===== config.mk =====
export PLATFORM = sky130hd
export DESIGN_NAME = help_call_monitor
export DESIGN_NICKNAME = d
export VERILOG_FILES = /design/src/rtl/help_call_monitor.sv
export SDC_FILE = /design/constraint.sdc
export NUM_CORES = 1
export LEC_CHECK = 0
export ABC_AREA = 1
export BUFFER_PORTS_ARGS = -buffer_cell sky130_fd_sc_hd__buf_2
export CAP_MARGIN = 0
export CORE_MARGIN = 2
export CORE_UTILIZATION = 55
export DETAILED_ROUTE_END_ITERATION = 10
export HOLD_SLACK_MARGIN = 0.03
export PLACE_DENSITY = 0.7
export REMOVE_ABC_BUFFERS = 1
export SLEW_MARGIN = 15
export SYNTH_ARGS = -nofsm -noshare
export SYNTH_HDL_FRONTEND = slang
export SYNTH_SLANG_ARGS = --single-unit

===== constraint.sdc =====
create_clock -name clk -period 2.6 [get_ports clk]
set_input_delay 0.39 -clock clk [delete_from_list [all_inputs] [get_ports clk]]
set_output_delay 0.39 -clock clk [all_outputs]
set_load 0.005 [all_outputs]

===== src/rtl/help_call_monitor.sv =====
// help_call_monitor: qualifies the asynchronous call_help level, latches an incident, alerts, escalates and counts.
// Latency: 2 cycles of input synchronisation plus 1 state-register cycle; outputs decode registered state/timer.
// Backpressure: none; both inputs are level-sampled every cycle and never stalled.
module help_call_monitor #(
  parameter int unsigned QUAL_CYCLES     = 1_000,
  parameter int unsigned ESCALATE_CYCLES = 25_000_000,
  parameter int unsigned HOLD_CYCLES     = 5_000_000,
  parameter int unsigned BLINK_BIT       = 22
) (
  input  logic       clk,
  input  logic       reset,
  input  logic       call_help_in,
  input  logic       ack_btn,
  output logic       incident_active,
  output logic       operator_buzzer,
  output logic       escalate,
  output logic       ack_led,
  output logic [7:0] incident_count
);

  // Timer is wide enough for the default escalation window; it wraps freely
  // because only equality compares against the terminal counts matter.
  localparam int unsigned TW = 25;

  localparam logic [TW-1:0] QUAL_LAST = TW'(QUAL_CYCLES - 1);
  localparam logic [TW-1:0] ESC_LAST  = TW'(ESCALATE_CYCLES - 1);
  localparam logic [TW-1:0] HOLD_LAST = TW'(HOLD_CYCLES - 1);
  localparam logic [4:0]    BLINK_IDX = 5'(BLINK_BIT);

  typedef enum logic [2:0] {
    ST_IDLE      = 3'd0,
    ST_QUALIFY   = 3'd1,
    ST_ALERT     = 3'd2,
    ST_ESCALATED = 3'd3,
    ST_ACKED     = 3'd4
  } state_t;

  state_t        state_q, state_d;
  logic [TW-1:0] timer_q, timer_d;
  logic [7:0]    count_q, count_d;

  // Two-flop synchronisers for both asynchronous inputs, plus an edge register
  // on the acknowledge path so a held button yields one pulse.
  logic call_meta_q, call_s_q;
  logic ack_meta_q, ack_s_q, ack_prev_q;
  logic ack_rise;
  logic qual_done;

  // Synchronise call_help and ack_btn into the clk domain.
  always_ff @(posedge clk or posedge reset) begin
    if (reset) begin
      call_meta_q <= 1'b0;
      call_s_q    <= 1'b0;
      ack_meta_q  <= 1'b0;
      ack_s_q     <= 1'b0;
      ack_prev_q  <= 1'b0;
    end else begin
      call_meta_q <= call_help_in;
      call_s_q    <= call_meta_q;
      ack_meta_q  <= ack_btn;
      ack_s_q     <= ack_meta_q;
      ack_prev_q  <= ack_s_q;
    end
  end

  assign ack_rise  = ack_s_q & ~ack_prev_q;
  assign qual_done = (state_q == ST_QUALIFY) && call_s_q && (timer_q == QUAL_LAST);

  // State register.
  always_ff @(posedge clk or posedge reset) begin
    if (reset) begin
      state_q <= ST_IDLE;
    end else begin
      state_q <= state_d;
    end
  end

  // Next-state logic; ack takes priority over the escalation timeout.
  always_comb begin
    state_d = state_q;
    case (state_q)
      ST_IDLE: begin
        if (call_s_q) state_d = ST_QUALIFY;
      end
      ST_QUALIFY: begin
        if (!call_s_q)      state_d = ST_IDLE;
        else if (qual_done) state_d = ST_ALERT;
      end
      ST_ALERT: begin
        // A dropped call line does not leave ALERT: only an ack clears it.
        if (ack_rise)                state_d = ST_ACKED;
        else if (timer_q == ESC_LAST) state_d = ST_ESCALATED;
      end
      ST_ESCALATED: begin
        if (ack_rise) state_d = ST_ACKED;
      end
      ST_ACKED: begin
        if (!call_s_q && (timer_q == HOLD_LAST)) state_d = ST_IDLE;
      end
      default: state_d = ST_IDLE;
    endcase
  end

  // Timer restarts on every state change and whenever the line is high while acknowledged.
  always_comb begin
    timer_d = timer_q + 1'b1;
    if (state_d != state_q) begin
      timer_d = '0;
    end else if ((state_q == ST_ACKED) && call_s_q) begin
      timer_d = '0;
    end
  end

  // Timer register.
  always_ff @(posedge clk or posedge reset) begin
    if (reset) begin
      timer_q <= '0;
    end else begin
      timer_q <= timer_d;
    end
  end

  // Incident counter bumps once per qualified incident and saturates at 255.
  always_comb begin
    count_d = count_q;
    if (qual_done && (count_q != 8'hFF)) begin
      count_d = count_q + 8'd1;
    end
  end

  // Incident counter register.
  always_ff @(posedge clk or posedge reset) begin
    if (reset) begin
      count_q <= 8'd0;
    end else begin
      count_q <= count_d;
    end
  end

  // Output decode of registered state and timer.
  always_comb begin
    incident_active = 1'b0;
    operator_buzzer = 1'b0;
    escalate        = 1'b0;
    ack_led         = 1'b0;
    case (state_q)
      ST_ALERT: begin
        incident_active = 1'b1;
        operator_buzzer = ~timer_q[BLINK_IDX];
      end
      ST_ESCALATED: begin
        incident_active = 1'b1;
        operator_buzzer = 1'b1;
        escalate        = 1'b1;
      end
      ST_ACKED: begin
        incident_active = 1'b1;
        ack_led         = 1'b1;
      end
      default: begin
        incident_active = 1'b0;
      end
    endcase
  end

  assign incident_count = count_q;

endmodule

# --- After elaboration in Yosys (flattened, before gate mapping) ---
# Index checks and enable logic that the tools add are counted.
classes:
  n_addsub: 2
  reduce_logical: 8
  bitwise_logic: 3
  muxes: 14
  eq_ne: 9
op_table:
  columns: ["operator", "n"]
  rows:
  - ["25-bit 2-to-1 mux", 2]
  - ["25-bit by 1-bit adder with 25-bit output, second input constant", 1]
  - ["25-bit by 10-bit == test with 1-bit output, second input constant", 1]
  - ["25-bit by 23-bit == test with 1-bit output, second input constant", 1]
  - ["25-bit == test, second input constant", 1]
  - ["3-bit 2-to-1 mux", 7]
  - ["3-bit case mux with 5 select lines", 1]
  - ["8-bit by 1-bit adder with 8-bit output, second input constant", 1]
  - ["8-bit != test, second input constant", 1]
  - ["3-bit by 2-bit == test with 1-bit output, second input constant", 2]
  - ["1-bit logical AND", 5]
  - ["3-bit by 1-bit == test with 1-bit output, second input constant", 1]
  - ["3-bit == test, second input constant", 1]
  - ["3-bit zero test", 1]
  - ["1-bit 2-to-1 mux", 3]
  - ["3-bit != test", 1]
  - ["3-bit OR reduction", 1]
  - ["1-bit NOT", 2]
  - ["1-bit case mux with 2 select lines", 1]
  - ["1-bit AND", 1]
  - ["1-bit zero test", 1]
totals:
  regBits: 41
  out_inout_bits: 12
  elab_cells: 44
  inputBits: 4

# --- Logic depth before layout (Yosys ltp) ---
depth:
  word_depth: 8
  ltp_mapped: 14

# --- Least setup slack after synthesis ---
# OpenSTA, ideal clock, no wires.
synth_timing:
  path_type: "register -> register"
  start: "register timer_q[0]"
  end: "register timer_q[10]"
  n_path_buf: 1
  stages_incl_launch_ff: 13
  t_arrival_ns: 1.557
  setup_slack_ns: 0.923
  setup_ns: 0.120
  path_cell_list: "dfrtp_1 -> ha_1 -> nand2_2 -> nand3b_1 -> nor2_2 -> nand2_1 -> nand2_2 -> nand3_2 -> nand2_1 -> nand2_2 -> nand2_4 -> buf_12 -> nor2_2"
synth_via:
  elab_chain_cells: 7
synth_rtl:
  columns: ["item", "line", "source"]
  rows:
  - ["from (decl)", "39", "logic [TW-1:0] timer_q, timer_d;"]
  - ["from (signal assigned)", "119", "timer_q <= timer_d;"]
  - ["25-bit by 10-bit == test with 1-bit output", "67", "assign qual_done = (state_q == ST_QUALIFY) && call_s_q && (timer_q == QUAL_LAST);"]
  - ["1-bit logical AND", "67", null]
  - ["3-bit 2-to-1 mux", "87", "else if (qual_done) state_d = ST_ALERT;"]
  - ["3-bit 2-to-1 mux", "86", "if (!call_s_q) state_d = ST_IDLE;"]
  - ["3-bit case mux with 5 select lines (*)", "81", "case (state_q)"]
  - ["named net state_d[0]", "38", "state_t state_q, state_d;"]
  - ["3-bit != test (*)", "107", "if (state_d != state_q) begin"]
  - ["25-bit 2-to-1 mux (*)", "107", null]
  - ["named net timer_d[10]", "39", null]
# The timed path passes the listed nets; every way through them passes the cells marked *.
# A chain may end at the register's enable or synchronous reset.

# --- Worst setup path after layout ---
layout_timing:
  start: "register timer_q[0]"
  end: "register timer_q[24]"
layout_via:
  elab_chain_cells: 7
layout_rtl:
  columns: ["item", "line"]
  rows:
  - ["25-bit by 10-bit == test with 1-bit output", "67"]
  - ["1-bit logical AND", "67"]
  - ["3-bit 2-to-1 mux", "87"]
  - ["3-bit 2-to-1 mux", "86"]
  - ["3-bit case mux with 5 select lines", "81"]
  - ["3-bit != test", "107"]
  - ["25-bit 2-to-1 mux (*)", "107"]
  - ["named net timer_d[24]", "39"]
# Marks and branches as above.

==> impl_metrics.py <==
metrics = {
    "place": {
        "port_buffers": 15,
        "gp_congestion": 0.977,
        "post-dp-hpwl_mm": 4.01,
    },
    "floorplan": {
        "io_pins": 16,
        "rows": 24,
        "initial_core_util_pct": 57.3,
        "die_area_mm2": 0.00512,
        "die_h_um": 71.6,
        "die_w_um": 71.6,
        "core-area_mm2": 0.00438,
    },
    "synth": {
        "synth_cell_types": 28,
        "yosys_register_bits": 41,
        "synth_cells": 320,
        "synth-warning-count": 0,
        "yosysSeqAreaShare_pct": 40.8,
        "synth_top_flop_cell": "dfrtp_1",
        "synth_enable_flop_cells": 0,
        "syn_area_mm2": 0.00251,
        "postSynthAreaPerCell_um2": 7.85,
        "async_flop_share_pct": 100,
    },
    "critical_path": {
        "reg2reg_depth": 10,
        "cp-start-kind": "register",
        "timing.rr.start": "timer_q[0]",
        "cp-endpoint": "timer_q[24]",
        "crit_slowest_cell": "dfrtp_1",
        "regToRegEndpoint": "timer_q[24]",
        "critPathMaxFanout": 24,
        "cp_slowest_stage_delay_ns": 0.42,
        "rrSetupSlack_ns": 0.61,
        "cpMostUsedCell": "nor2_4",
        "path_cells": "ha_1, nand2_2, nor2_4, inv_2, nor2_4, nand4_1, nand2_1, a21oi_2, nand2_4, nor2_1",
        "crit_required_ns": 2.78,
        "crit_start": "timer_q[0]",
        "cp-end-kind": "register",
        "crit_type": "reg -> reg",
        "crit_arrival_ns": 2.17,
    },
    "global_routing": {
        "grt_max_degree": 26,
        "grt_pass1_wl_mm": 9.03,
        "grt_pass1_vias": 1921,
        "antenna_found_initial": 0,
        "gr-total-overflow": 0,
        "track_usage_pct": 22.9,
    },
    "sta": {
        "fin_crit_ns": 1.99,
        "final.period_utilization_pct": 76.6,
        "hold_slack_ns": 0.193,
        "skew_ns": 0.0106,
        "worst_slew_pin_slew_ns": 0.983,
        "final_hold_viol_count": 0,
        "fmax_ghz": 0.502,
        "tns_ns": 0,
        "slew_violations": 0,
        "rsz0062_at_grt": "false",
        "finalSetupViolations": 0,
        "slew_headroom_pct": 34.4,
    },
    "drt": {
        "post_drt_wl_per_cell_um": 13.5,
        "vias": 2009,
        "ant_nets": 0,
        "drc": 0,
        "drt_iter0_drc": 208,
        "drt_first_pass_iters": 4,
        "routed_wl_mm": 5.31,
        "via_per_inst": 5.11,
    },
    "layout": {
        "final_layout_size_suffix_gt1_share_pct": 18.8,
        "final_common_cell": "nand2_1",
        "diodes": 0,
        "syn2layout_area_growth_pct": 8.12,
        "final_cell_mix": "60 x nand2_1, 50 x inv_1, 41 x dfrtp_1, 36 x nor2_1, 25 x xor2_1",
        "nFillCells": 406,
        "nNetsFinal": 346,
    },
    "cts": {
        "path_clk_slew_ns": 0.08,
        "numCtsBuffers": 5,
        "clk_root_buffer_cell": "clkbuf_8",
        "cts_resized": 0,
        "cts_tree": "done",
        "post_cts_buffers": 0,
        "cts_max_path_buffers": 2,
        "clock_latency_ns": 0.30,
        "h-tree-depth": 2,
        "hold_buffers": 0,
        "clock_sinks": 41,
    },
    "pwr": {
        "power_density_mw_per_mm2": 415,
        "power.total_mw": 1.13,
        "vdd_drop_max_mv": 0.283,
        "p_leak_nw": 1.27,
    },
    "run_status": {
        "status": "finished clean",
    },
    "hold_path": {
        "min_delay_path_depth": 1,
        "min_path_type": "in -> reg",
        "hp-start": "ack_btn",
    },
    "job": {
        "max_cap_violations": 0,
    },
}
## per-layer routing
| layer | GRT usage, % | vias to the layer above | wire length [um] |
|---|---|---|---|
| met3 | 4.78 | 12 | 269 |
| li1 | - | 1028 | - |
| met1 | 32.9 | 915 | 2520 |
| met4 | 8.18 | 0 | 117 |
| met2 | 34.4 | 54 | 2400 |
| met5 | 0 | - | 0 |
## cell families (layout without fill, tap and decap cells)
group	Yosys count	count (layout)	share of synthesized area [%]
compound gates	13	13	3.09
xor+xnor	29	29	10.1
fa+ha+maj	2	2	0.996
buf+inv	57	78	9.71
flops	41	41	40.8
simple gates	178	178	35.3
## power by group
group / switching (mW) / internal (mW)
Sequential: 0.00732 / 0.646
Clock: 0.230 / 0.189
Combinational: 0.0412 / 0.0123
Total: 0.279 / 0.848
## stage by stage
step / std cells / setup WS [ns] / utilization [%] / area (um^2)
6_report: 393 / 0.608 / 62.0 / 2720
5_1_grt: 393 / 0.370 / 62.0 / 2720
4_1_cts: 393 / 0.571 / 61.8 / 2710
3_5_place_dp: 385 / 0.607 / 59.8 / 2620
3_3_place_gp: 385 / 0.645 / 59.8 / 2620
2_1_floorplan: 316 / 0.838 / - / 2470
## flip-flops by register name, summed over array words and instances (netlist names)
name,cells
incident_count,8
state_q,3
ack_meta_q,1
timer_q,25
call_meta_q,1
ack_prev_q,1
call_s_q,1
ack_s_q,1
## area by class of cell
cell class | count | area [um^2] | area share (%)
sequential | 41 | 1030 | 37.8
timing repair buffer | 17 | 90.1 | 3.32
multi-input combinational | 222 | 1250 | 46.0
clock buffer | 6 | 72.6 | 2.67
clock inverter | 2 | 15.0 | 0.553
inverter | 53 | 199 | 7.32
tap | 52 | 65.1 | 2.40
## critical path: cells and delay by family (launching register included)
kind | cells | cell delay, ns
DFF | 1 | 0.42
AOI/OAI and AO/OA | 1 | 0.07
buffers and inverters | 1 | 0.06
adders and majority gates | 1 | 0.24
and+or+nand+nor | 7 | 1.05
## synthesized netlist by cell type (2+ instances only)
cell / instances / area [um^2]
nor2_2: 20 / 125
inv_1: 50 / 188
nor2_1: 36 / 135
nand3_1: 18 / 90.1
nand2_2: 4 / 25.0
xor2_1: 25 / 219
nand4_1: 6 / 37.5
nand3_2: 3 / 30.0
nand3b_1: 4 / 30.0
nor2_4: 7 / 78.8
ha_1: 2 / 25.0
o21ai_1: 7 / 35.0
buf_2: 2 / 10.0
nor3_1: 17 / 85.1
nand2_1: 60 / 225
xnor2_1: 4 / 35.0
inv_2: 3 / 11.3
a21oi_1: 2 / 10.0
dfrtp_1: 41 / 1030
## worst min path at each step
stage	slack, ns	to
floorplan	0.33	ack_s_q
global route	0.18	ack_meta_q
global placement	0.33	call_s_q
CTS	0.19	ack_meta_q
finish	0.19	ack_meta_q
detailed placement	0.34	ack_s_q
Note: power is estimated with default switching activity, not from simulation.
